--- config.mk ---
export PLATFORM = sky130hd
export DESIGN_NAME = udp_image_tx_scheduler
export DESIGN_NICKNAME = d
export VERILOG_FILES = /design/src/rtl/udp_image_tx_scheduler.sv
export SDC_FILE = /design/constraint.sdc
export NUM_CORES = 1
export LEC_CHECK = 0
export ABC_CLOCK_PERIOD_IN_PS = 7050
export CORE_ASPECT_RATIO = 1.75
export CORE_MARGIN = 3
export CORE_UTILIZATION = 30
export CTS_CLUSTER_DIAMETER = 80
export CTS_CLUSTER_SIZE = 16
export DETAILED_ROUTE_END_ITERATION = 10
export PLACE_DENSITY_LB_ADDON = 0.05
export SLEW_MARGIN = 5
export SYNTH_ARGS = -nofsm -noshare
export SYNTH_HDL_FRONTEND = slang
export SYNTH_SLANG_ARGS = --single-unit
--- constraint.sdc ---
create_clock -name sys_clk -period 7.05 [get_ports sys_clk]
set_clock_uncertainty 0.2 [all_clocks]
set_input_delay 1.41 -clock sys_clk [delete_from_list [all_inputs] [get_ports sys_clk]]
set_output_delay 1.41 -clock sys_clk [all_outputs]
set_load 0.005 [all_outputs]
--- src/rtl/udp_image_tx_scheduler.sv ---
// Packetises one image from a FWFT byte FIFO into UDP stack requests, each led by a 4-byte header.
// All outputs registered; WAIT holds until a whole packet is buffered, so the payload never stalls.
module udp_image_tx_scheduler #(
  parameter int PAYLOAD_MAX = 1024,
  parameter int GAP_CYCLES  = 64,
  parameter int ACK_TIMEOUT = 65535
) (
  input  logic        sys_clk,
  input  logic        rst,
  input  logic        start,
  input  logic [31:0] img_bytes,
  input  logic [11:0] src_level,
  input  logic [7:0]  src_data,
  output logic        src_rd,
  input  logic        udp_tx_ready,
  output logic        app_tx_data_request,
  input  logic        app_tx_ack,
  output logic        app_tx_data_valid,
  output logic [7:0]  app_tx_data,
  output logic [15:0] udp_data_length,
  output logic        busy,
  output logic        done,
  output logic [15:0] pkt_count
);

  localparam logic [10:0] PMAX     = 11'(PAYLOAD_MAX);
  localparam logic [15:0] TO_LAST  = 16'(ACK_TIMEOUT - 1);
  localparam logic [15:0] GAP_LAST = 16'(GAP_CYCLES - 1);
  localparam logic [7:0]  MARKER   = 8'hA5;

  typedef enum logic [2:0] {
    S_IDLE, S_WAIT, S_REQ, S_REQ_LOW, S_HDR, S_PAYLOAD, S_GAP, S_DONE
  } state_t;

  state_t      state_q, state_d;
  logic [31:0] remaining_q, remaining_d;
  logic [15:0] seq_q, seq_d;
  logic [15:0] pkt_count_q, pkt_count_d;
  logic [15:0] tmr_q, tmr_d;
  logic [1:0]  hidx_q, hidx_d;
  logic [10:0] bcnt_q, bcnt_d;
  logic        src_rd_q, src_rd_d;
  logic        req_q, req_d;
  logic        vld_q, vld_d;
  logic [7:0]  data_q, data_d;
  logic [15:0] len_q, len_d;
  logic        busy_q, busy_d;
  logic        done_q, done_d;

  logic [10:0] plen;
  logic [10:0] bcnt_inc;
  logic [7:0]  flags;

  always_comb begin
    plen     = (remaining_q < 32'(PAYLOAD_MAX)) ? remaining_q[10:0] : PMAX;
    bcnt_inc = bcnt_q + 11'd1;
    flags    = {6'd0, (remaining_q == {21'd0, plen}), (seq_q == 16'd0)};

    state_d     = state_q;
    remaining_d = remaining_q;
    seq_d       = seq_q;
    pkt_count_d = pkt_count_q;
    tmr_d       = tmr_q;
    hidx_d      = hidx_q;
    bcnt_d      = bcnt_q;
    src_rd_d    = src_rd_q;
    req_d       = req_q;
    vld_d       = vld_q;
    data_d      = data_q;
    len_d       = len_q;
    done_d      = 1'b0;

    case (state_q)
      S_IDLE: begin
        if (start) begin
          remaining_d = img_bytes;
          seq_d       = 16'd0;
          pkt_count_d = 16'd0;
          state_d     = (img_bytes == 32'd0) ? S_DONE : S_WAIT;
        end
      end
      S_WAIT: begin
        len_d = {5'd0, plen} + 16'd4;
        if (({1'b0, plen} <= src_level) && udp_tx_ready) begin
          req_d   = 1'b1;
          tmr_d   = 16'd0;
          state_d = S_REQ;
        end
      end
      S_REQ: begin
        // ack takes priority over a simultaneous ready drop or timeout
        if (app_tx_ack) begin
          req_d   = 1'b0;
          vld_d   = 1'b1;
          data_d  = seq_q[15:8];
          hidx_d  = 2'd0;
          state_d = S_HDR;
        end else if (!udp_tx_ready) begin
          req_d   = 1'b0;
          state_d = S_WAIT;
        end else if (tmr_q == TO_LAST) begin
          req_d   = 1'b0;
          tmr_d   = 16'd0;
          state_d = S_REQ_LOW;
        end else begin
          tmr_d = tmr_q + 16'd1;
        end
      end
      S_REQ_LOW: begin
        if (udp_tx_ready) begin
          req_d   = 1'b1;
          state_d = S_REQ;
        end else begin
          state_d = S_WAIT;
        end
      end
      S_HDR: begin
        hidx_d = hidx_q + 2'd1;
        case (hidx_q)
          2'd0: data_d = seq_q[7:0];
          2'd1: data_d = flags;
          2'd2: begin
            data_d   = MARKER;
            src_rd_d = 1'b1;
          end
          default: begin
            data_d   = src_data;
            bcnt_d   = 11'd1;
            src_rd_d = (plen > 11'd1);
            state_d  = S_PAYLOAD;
          end
        endcase
      end
      S_PAYLOAD: begin
        // src_rd low here means the byte now on app_tx_data is the packet's last
        if (src_rd_q) begin
          data_d   = src_data;
          bcnt_d   = bcnt_inc;
          src_rd_d = (bcnt_inc < plen);
        end else begin
          vld_d       = 1'b0;
          data_d      = 8'd0;
          remaining_d = remaining_q - {21'd0, plen};
          seq_d       = seq_q + 16'd1;
          pkt_count_d = pkt_count_q + 16'd1;
          tmr_d       = 16'd0;
          state_d     = S_GAP;
        end
      end
      S_GAP: begin
        if (tmr_q == GAP_LAST) begin
          state_d = (remaining_q != 32'd0) ? S_WAIT : S_DONE;
        end else begin
          tmr_d = tmr_q + 16'd1;
        end
      end
      S_DONE: begin
        done_d  = 1'b1;
        state_d = S_IDLE;
      end
      default: state_d = S_IDLE;
    endcase

    busy_d = (state_d != S_IDLE);
  end

  always_ff @(posedge sys_clk) begin
    if (rst) begin
      state_q     <= S_IDLE;
      remaining_q <= 32'd0;
      seq_q       <= 16'd0;
      pkt_count_q <= 16'd0;
      tmr_q       <= 16'd0;
      hidx_q      <= 2'd0;
      bcnt_q      <= 11'd0;
      src_rd_q    <= 1'b0;
      req_q       <= 1'b0;
      vld_q       <= 1'b0;
      data_q      <= 8'd0;
      len_q       <= 16'd0;
      busy_q      <= 1'b0;
      done_q      <= 1'b0;
    end else begin
      state_q     <= state_d;
      remaining_q <= remaining_d;
      seq_q       <= seq_d;
      pkt_count_q <= pkt_count_d;
      tmr_q       <= tmr_d;
      hidx_q      <= hidx_d;
      bcnt_q      <= bcnt_d;
      src_rd_q    <= src_rd_d;
      req_q       <= req_d;
      vld_q       <= vld_d;
      data_q      <= data_d;
      len_q       <= len_d;
      busy_q      <= busy_d;
      done_q      <= done_d;
    end
  end

  assign src_rd              = src_rd_q;
  assign app_tx_data_request = req_q;
  assign app_tx_data_valid   = vld_q;
  assign app_tx_data         = data_q;
  assign udp_data_length     = len_q;
  assign busy                = busy_q;
  assign done                = done_q;
  assign pkt_count           = pkt_count_q;

endmodule
==> out/summary.md <==
For the number of antenna violations at the first check in global routing, the log shows 0. In the post-synthesis netlist, the biggest area contributors are sky130_fd_sc_hd__dfxtp_1 32%, sky130_fd_sc_hd__nor2_1 6.4%, sky130_fd_sc_hd__ha_1 6.1%, sky130_fd_sc_hd__nand2_1 4.3%, sky130_fd_sc_hd__a21oi_1 3.8%. The first global-routing pass estimated 41600 um of wire. The number of buffers added for setup after CTS is 0. In the final design database the tool counted 1141 nets. For the worst hold slack, the log shows 0.254 ns. For the clock latency on the worst-skew pair, the log shows 0.44 ns.

The most used flip-flop cell after synthesis is sky130_fd_sc_hd__dfxtp_1. The async set-reset flop share out of synthesis is 0. Routability-driven placement finished with a final weighted congestion of 0.841. The worst-case IR drop observed on VDD is 0.186 mV. Max-cap violations in this run came to 0.

The largest single stage delay on the critical path is 0.69 ns. For the overall track demand over capacity in global routing, the log shows 0.194. The synthesized area was 7550 um2; the count of buffer and inverter cells on the critical path was 2. The aggregate global routing overflow is 0, and the post-synthesis area per instance is 7.71 um2. The repair_antennas step left the layout with diodes totalling 0. The run gives 74 as the largest net degree at the start of global routing.

The flow ran to the end, and the final reports show no timing, DRC or antenna violations. In the synthesized netlist, the number of instances is 980. After routing, the total negative slack on setup checks comes to 0 ns. The core region is 24700 um2. The final period utilization came out at 0.736. The share of the synthesized area in compound gates (AO/OA/AOI/OAI) came out at 0.203. For this run, design rule violations remaining after detail routing come to 0. The fraction of final layout cells with drive strength greater than 1 came out at 0.0548.

The cell leakage power was 3.53 nW; the post-synthesis sequential element count was 121. From synthesis to final layout, the design area changed by 23.3%. The run gives 0 as the final max-slew violation count. The slowest stage of the critical path is the sky130_fd_sc_hd__nor4_1 cell. Power spread over the standard cell area amounts to 319 nW/um2. The max-slew headroom at the worst pin came out at 0.292. Yosys instantiated no cell more often than sky130_fd_sc_hd__nor2_1.

STA classifies the critical path startpoint as a register. The clock drives 121 sinks. The run gives 7.22 ns as the required time of the critical path. The synthesized design contains 0 enable-type register cells. The number of setup violations in the final report was 0; the top fanout value on the critical path was 23. Fill cells in the final layout number 2645. The logs give 0.377 for the utilization after layout and 4 for the number of levels in the clock H-tree. The quantity of gates resized following cts came out at 0.

In the routed layout, each cell is associated on average with a via count of 5.48. The arithmetic-cell share of the synthesized area counting full adders, half adders and majority gates was 0.0613. The number of global-route vias before repair was 7468; the number of DRC violations after detailed-routing iteration 0 was 455. Mux share of post-synthesis cell area: 0.0310. The die is 126 um wide. The biggest area contributor in the post-synthesis netlist is sky130_fd_sc_hd__dfxtp_1. The worst setup path is captured at a register. Transition time at the pin with the least slew margin: 1.06 ns. Kind of cell adding the most delay to the critical path: simple AND/OR/NAND/NOR gates. For the register area share after synthesis, the log shows 0.321. The class of the tightest hold or removal check is reg -> reg.

The total length of routed wires was 26300 um. The netlist uses 68 different library cells. After synthesis, the largest family of logic cells by area is simple AND/OR/NAND/NOR gates.

The tools report the master cell of the clock root buffer as sky130_fd_sc_hd__clkbuf_16. TritonCTS built the clock tree. The die covers 27200 um2. The estimated wirelength of the detail-placed design is 19300 um, and the post-synthesis simple-gate area fraction is 0.285. Clock-pin slew on the worst setup and hold paths: 0.06 ns. The count of port buffers added during placement is 97.

In this run the remaining antenna-violating nets after routing total 0. Starting density of the core: 0.305. The maximum number of buffers from clock root to sink is 2. For the site row count, the log shows 76.

The area fraction of the dominant cell type after synthesis came out at 0.321. Setup repair after global routing left no endpoint under its margin. In the final routed layout, each cell accounts on average for 19.2 um. Based on the critical path, the design can be clocked at up to 0.193 GHz.

Hold repair after CTS inserted 0 buffers. The xor-xnor portion of the synthesized cell area works out to 0.0464. Summing over every cut layer, the via total after detailed routing is 7502. The run gives 0 as the number of synthesis warnings. The type of the worst setup path was reg -> reg. From bottom edge to top edge, the die measures 216 um. The clock period could shrink to 5.19 ns. Count of final hold-check violations: 0. Ranked by instance count, the synthesized netlist is headed by 128 x sky130_fd_sc_hd__nor2_1, 121 x sky130_fd_sc_hd__dfxtp_1, 87 x sky130_fd_sc_hd__nand2_1, 58 x sky130_fd_sc_hd__a21oi_1, 56 x sky130_fd_sc_hd__nand3_1. In this design, the critical path's most frequently occurring cell is sky130_fd_sc_hd__nor4_1.

The critical path goes through nor4_1 > nand4_1 > nor2_1 > buf_4 > inv_1 > ha_1 > nand3b_1 > or4_1 > nor4_1 > a311o_1 > o211ai_2 > a2111oi_0 > mux2i_1. Clock tree synthesis inserted a total of 17 buffers. The run gives 102 as the count of pins on the block boundary.

For the worst setup path, the data arrival time is 5.35 ns. The number of iterations in the first detailed-routing pass came out at 5.
worst paths after layout:
kind / startpoint / to / slack [ns] / cells past startpoint
worst min register to register: udp_data_length[5] / udp_data_length[5] / 0.25 / 2
worst min-delay path: udp_data_length[5] / udp_data_length[5] / 0.25 / 2
worst max register to register: remaining_q[14] / tmr_q[14] / 1.86 / 13
worst max-delay path: remaining_q[14] / tmr_q[14] / 1.86 / 13
sequential cells by signal, summed over array words and instances, names as in the netlist:
name                 flops
app_tx_data              8
app_tx_data_request      1
app_tx_data_valid        1
bcnt_q                  11
busy                     1
done                     1
hidx_q                   2
pkt_count               16
remaining_q             32
seq_q                   16
src_rd                   1
state_q                  3
tmr_q                   16
udp_data_length         12
power by group:
part	switching, mW	internal, mW
logic	0.750	0.427
registers	0.145	0.780
clock network	0.326	0.543
layer usage:
metal / up-vias / wire [um] / global-route usage / part of all wire
li1: 3701 / - / - / -
met1: 3596 / 10600 / 0.216 / 0.40
met2: 175 / 14300 / 0.364 / 0.54
met3: 30 / 831 / 0.0339 / 0.032
met4: 0 / 591 / 0.0691 / 0.022
met5: - / 0 / 0 / 0
worst reg2reg max path: stages (launching register included):
cell                        delay, ns
sky130_fd_sc_hd__dfxtp_1         0.35
sky130_fd_sc_hd__nor4_1          0.69
sky130_fd_sc_hd__nand4_1         0.47
sky130_fd_sc_hd__nor2_1          0.21
sky130_fd_sc_hd__buf_4           0.27
sky130_fd_sc_hd__inv_1           0.16
sky130_fd_sc_hd__ha_1            0.32
sky130_fd_sc_hd__nand3b_1        0.17
sky130_fd_sc_hd__or4_1           0.61
sky130_fd_sc_hd__nor4_1          0.28
sky130_fd_sc_hd__a311o_1         0.32
sky130_fd_sc_hd__o211ai_2        0.29
sky130_fd_sc_hd__a2111oi_0       0.55
sky130_fd_sc_hd__mux2i_1         0.22
cells by family after synthesis:
| group | Yosys count |
|---|---|
| fa+ha+maj | 37 |
| other cells | 2 |
| compound gates | 225 |
| buf+inv | 98 |
| xor+xnor | 40 |
| mux | 22 |
| simple gates | 435 |
| flops | 121 |
placed cells by master, fill, tap and decap left out, drive strengths merged, types with 5 or more instances in the layout:
master	Yosys	layout
a211oi	11	11
a21o	9	9
a21oi	58	58
a222oi	6	6
a22oi	14	14
a311oi	9	9
a31oi	9	9
a41oi	5	5
and2	8	8
and3	22	22
buf	9	10
clkbuf	52	23
clkdlybuf4s50	0	96
conb	2	5
dfxtp	121	121
ha	37	37
inv	37	37
mux2	8	8
mux2i	14	14
nand2	87	87
nand2b	7	7
nand3	56	56
nand3b	17	17
nand4	23	23
nor2	128	128
nor3	27	27
nor4	21	21
nor4b	6	6
o211ai	5	5
o21ai	44	44
o31ai	8	8
or3	9	9
or4	9	9
xnor2	9	9
xor2	31	31
per-stage QoR:
step                      cells  setup slack [ns]  instance area [um2]  total power [mW]
after floorplan             983              2.40                 7560              1.71
after global placement     1340              2.01                 8740              2.12
after detailed placement   1340              1.92                 8740              2.12
after CTS                  1370              1.91                 9310              3.02
after global routing       1370              1.42                 9310              3.19
final                      1370              1.86                 9310              2.97
final cells by class:
class                           instances  area [um2]  share of cell area
Multi-Input combinational cell        764        4750               0.511
Sequential cell                       121        2420               0.260
Timing Repair Buffer                  106        1030               0.111
Clock buffer                           23         478              0.0513
Tap cell                              312         390              0.0419
Inverter                               37         139              0.0149
Clock inverter                          7        93.8              0.0101
(Power assumes the default switching activity.)
==> patch: new RTL, same flow settings <==
The 8 states of `state_t` get a one-hot encoding in 8 bits.
--- a/src/rtl/udp_image_tx_scheduler.sv
+++ b/src/rtl/udp_image_tx_scheduler.sv
@@ -29,6 +29,6 @@
   localparam logic [7:0]  MARKER   = 8'hA5;
 
-  typedef enum logic [2:0] {
-    S_IDLE, S_WAIT, S_REQ, S_REQ_LOW, S_HDR, S_PAYLOAD, S_GAP, S_DONE
+  typedef enum logic [7:0] {
+    S_IDLE = 8'b00000001, S_WAIT = 8'b00000010, S_REQ = 8'b00000100, S_REQ_LOW = 8'b00001000, S_HDR = 8'b00010000, S_PAYLOAD = 8'b00100000, S_GAP = 8'b01000000, S_DONE = 8'b10000000
   } state_t;
 
Check against the original RTL: no difference found for any inputs over 4 cycles, from zero or initial values and one cycle with rst high; so few cycles prove little.
==> patch against the original RTL <==
- area after synthesis fell by 1.7%
- wire length is 0.17% lower
- design area is 0.87% lower
- synthesized cell count down 1.6%
- worst setup slack got worse by 0.33 ns
- sequential cell count is 5 higher
- largest cell class unchanged
Power is not compared: it rests on default switching activity, and its combinational part moved more than twofold at a synthesized area within 25%.
==> patch: results (changes against the original RTL) <==
Status
  • Status: complete, no violations (unchanged)

Route
  • Initial DRC Count: 356 (was 455)
  • Routed vias/inst: 5.37 (was 5.48)
  • Pre-antenna DRT Iters: 4 (was 5)
  • Final Routed Wirelength: 26300 um (about the same)

Placed design
  • Buffers on Ports: 97 (unchanged)
  • Hpwl dp: 19900 um (was 19300 um)
  • Final GP Congestion: 0.847 (was 0.841)

CTS
  • Worst-path clk slew: 0.06 ns (about the same)
  • TritonCTS buffer count: 17 (unchanged)
  • Maximum clock path buffer count: 2 (unchanged)
  • Post-CTS Setup Repair Bufs: 0 (unchanged)
  • Depth of the CTS H-tree: 4 (unchanged)

Yosys
  • Main flop type after synthesis: dfxtp_1 (unchanged)
  • Seq/Total Area, Yosys: 34.0% (was 32.1%)
  • Yosys cell types: 71 (was 68)
  • Post-Synth Adder-Cell Area: 5.56% (was 6.13%)
  • Commonest cells in the netlist: nor2_1 (148), dfxtp_1 (126), nand2_1 (88) (was nor2_1 (128), dfxtp_1 (121), nand2_1 (87))
  • Async set-reset flop share out of synthesis: 0% (unchanged)
  • Main area contributors after synthesis: dfxtp_1 (34%), nor2_1 (7.5%), ha_1 (5.6%), nand2_1 (4.4%), a21oi_1 (3.9%) (was dfxtp_1 (32%), nor2_1 (6.4%), ha_1 (6.1%), nand2_1 (4.3%), a21oi_1 (3.8%))
  • Main combinational cell family by area after synthesis: simple AND/OR/NAND/NOR gates (unchanged)
  • Synth warn: 0 (unchanged)
  • Mux contribution to synthesized area: 1.10% (was 3.10%)
  • Xor/xnor cell area share of the yosys netlist: 5.43% (was 4.64%)
  • Post-synthesis compound-gate area fraction: 19.8% (was 20.3%)

GRT
  • Total global-route track usage: 19.6% (was 19.4%)
  • Vias in the first global route: 7461 (was 7468)
  • First-pass GRT wire length: 41300 um (was 41600 um)
  • Initial antenna violation count: 0 (unchanged)
  • Largest net degree at the start of global routing: 62 (was 74)

Worst setup path
  • R2R Setup Slk: 1.53 ns (was 1.86 ns)
  • Slowest-stage cell, CP: or4_1 (was nor4_1)
  • Reg2Reg Capture Point: tmr_q[14]$_SDFFE_PP0P_ (unchanged)
  • Worst-path fanout max: 27 (was 23)
  • Worst EP arrival: 5.61 ns (was 5.35 ns)
  • Setup crit start: remaining_q[16]$_SDFFE_PP0P_ (was remaining_q[14]$_SDFFE_PP0P_)
  • Worst-case reg-to-reg path depth: 15 (was 13)

Layout
  • Share of cells above drive strength 1: 5.90% (was 5.48%)
  • Largest register by flop count: remaining_q (unchanged)
  • Nets: 1129 (was 1141)
  • Max FFs per register: 32 (unchanged)

Worst hold path
  • Hold Path End: udp_data_length[9]$_SDFFE_PP0P_ (was udp_data_length[5]$_SDFFE_PP0P_)
  • Worst Hold Launch: udp_data_length[9]$_SDFFE_PP0P_ (was udp_data_length[5]$_SDFFE_PP0P_)
  • Worst hold path cell count: 2 (unchanged)

Pwr
  • Lkg Pwr: 0.00341 uW

STA
  • Final Setup Violations: 0 (unchanged)
  • Worst slew margin: 31.9% (was 29.2%)
-- patch: cell types whose count changed in the layout (fill, tap and decap cells not counted), sizes merged, moves of 7 or more --
cell and delta:
xor2 -9, mux2 -7, nor2 +20, mux2i -7, nand3b -13, xnor2 +15, a211oi +9, nand3 -15
-- patch: through the flow --
| stage | instances | instance area (um2) | hold WS, ns | worst slack (ns) | power, uW |
|---|---|---|---|---|---|
| 2_1_floorplan | 967 | 7430 | 0.227 | 2.00 | 947 |
| 3_5_place_dp | 1328 | 8640 | 0.246 | 1.52 | 1060 |
| 4_1_cts | 1359 | 9230 | 0.252 | 1.49 | 1980 |
| 6_report | 1359 | 9230 | 0.250 | 1.53 | 1960 |
| 3_3_place_gp | 1328 | 8640 | 0.243 | 1.56 | 1060 |
| 5_1_grt | 1359 | 9230 | 0.274 | 1.21 | 2040 |
-- patch: per-layer routing --
layer	track usage, %	up-vias	part of all wire (%)
li1	-	3624	-
met1	20.2	3537	38
met2	39.9	117	58
met3	2.84	26	2.3
met4	5.72	0	1.5
met5	0	-	0
-- patch: area by class of cell --
| cell class | instances | area [um2] |
|---|---|---|
| multi-input combinational | 750 | 4550 |
| clock buffer | 24 | 482 |
| clock inverter | 7 | 110 |
| sequential | 126 | 2520 |
| fill | 2632 | 15000 |
| timing repair buffer | 106 | 1030 |
| inverter | 38 | 143 |
| tap | 308 | 385 |
-- patch: cells by family after synthesis --
kind of cell,after synthesis
simple gates,440
compound gates,218
flops,126
buf+inv,91
xor+xnor,46
fa+ha+maj,33
mux,8
other cells,2
-- patch: where the power goes --
part / internal (uW) / switching, uW / leakage [uW]
clock network: 580 / 335 / 0.000294
registers: 736 / 38.1 / 0.00102
logic: 106 / 163 / 0.00210
total: 1420 / 536 / 0.00341
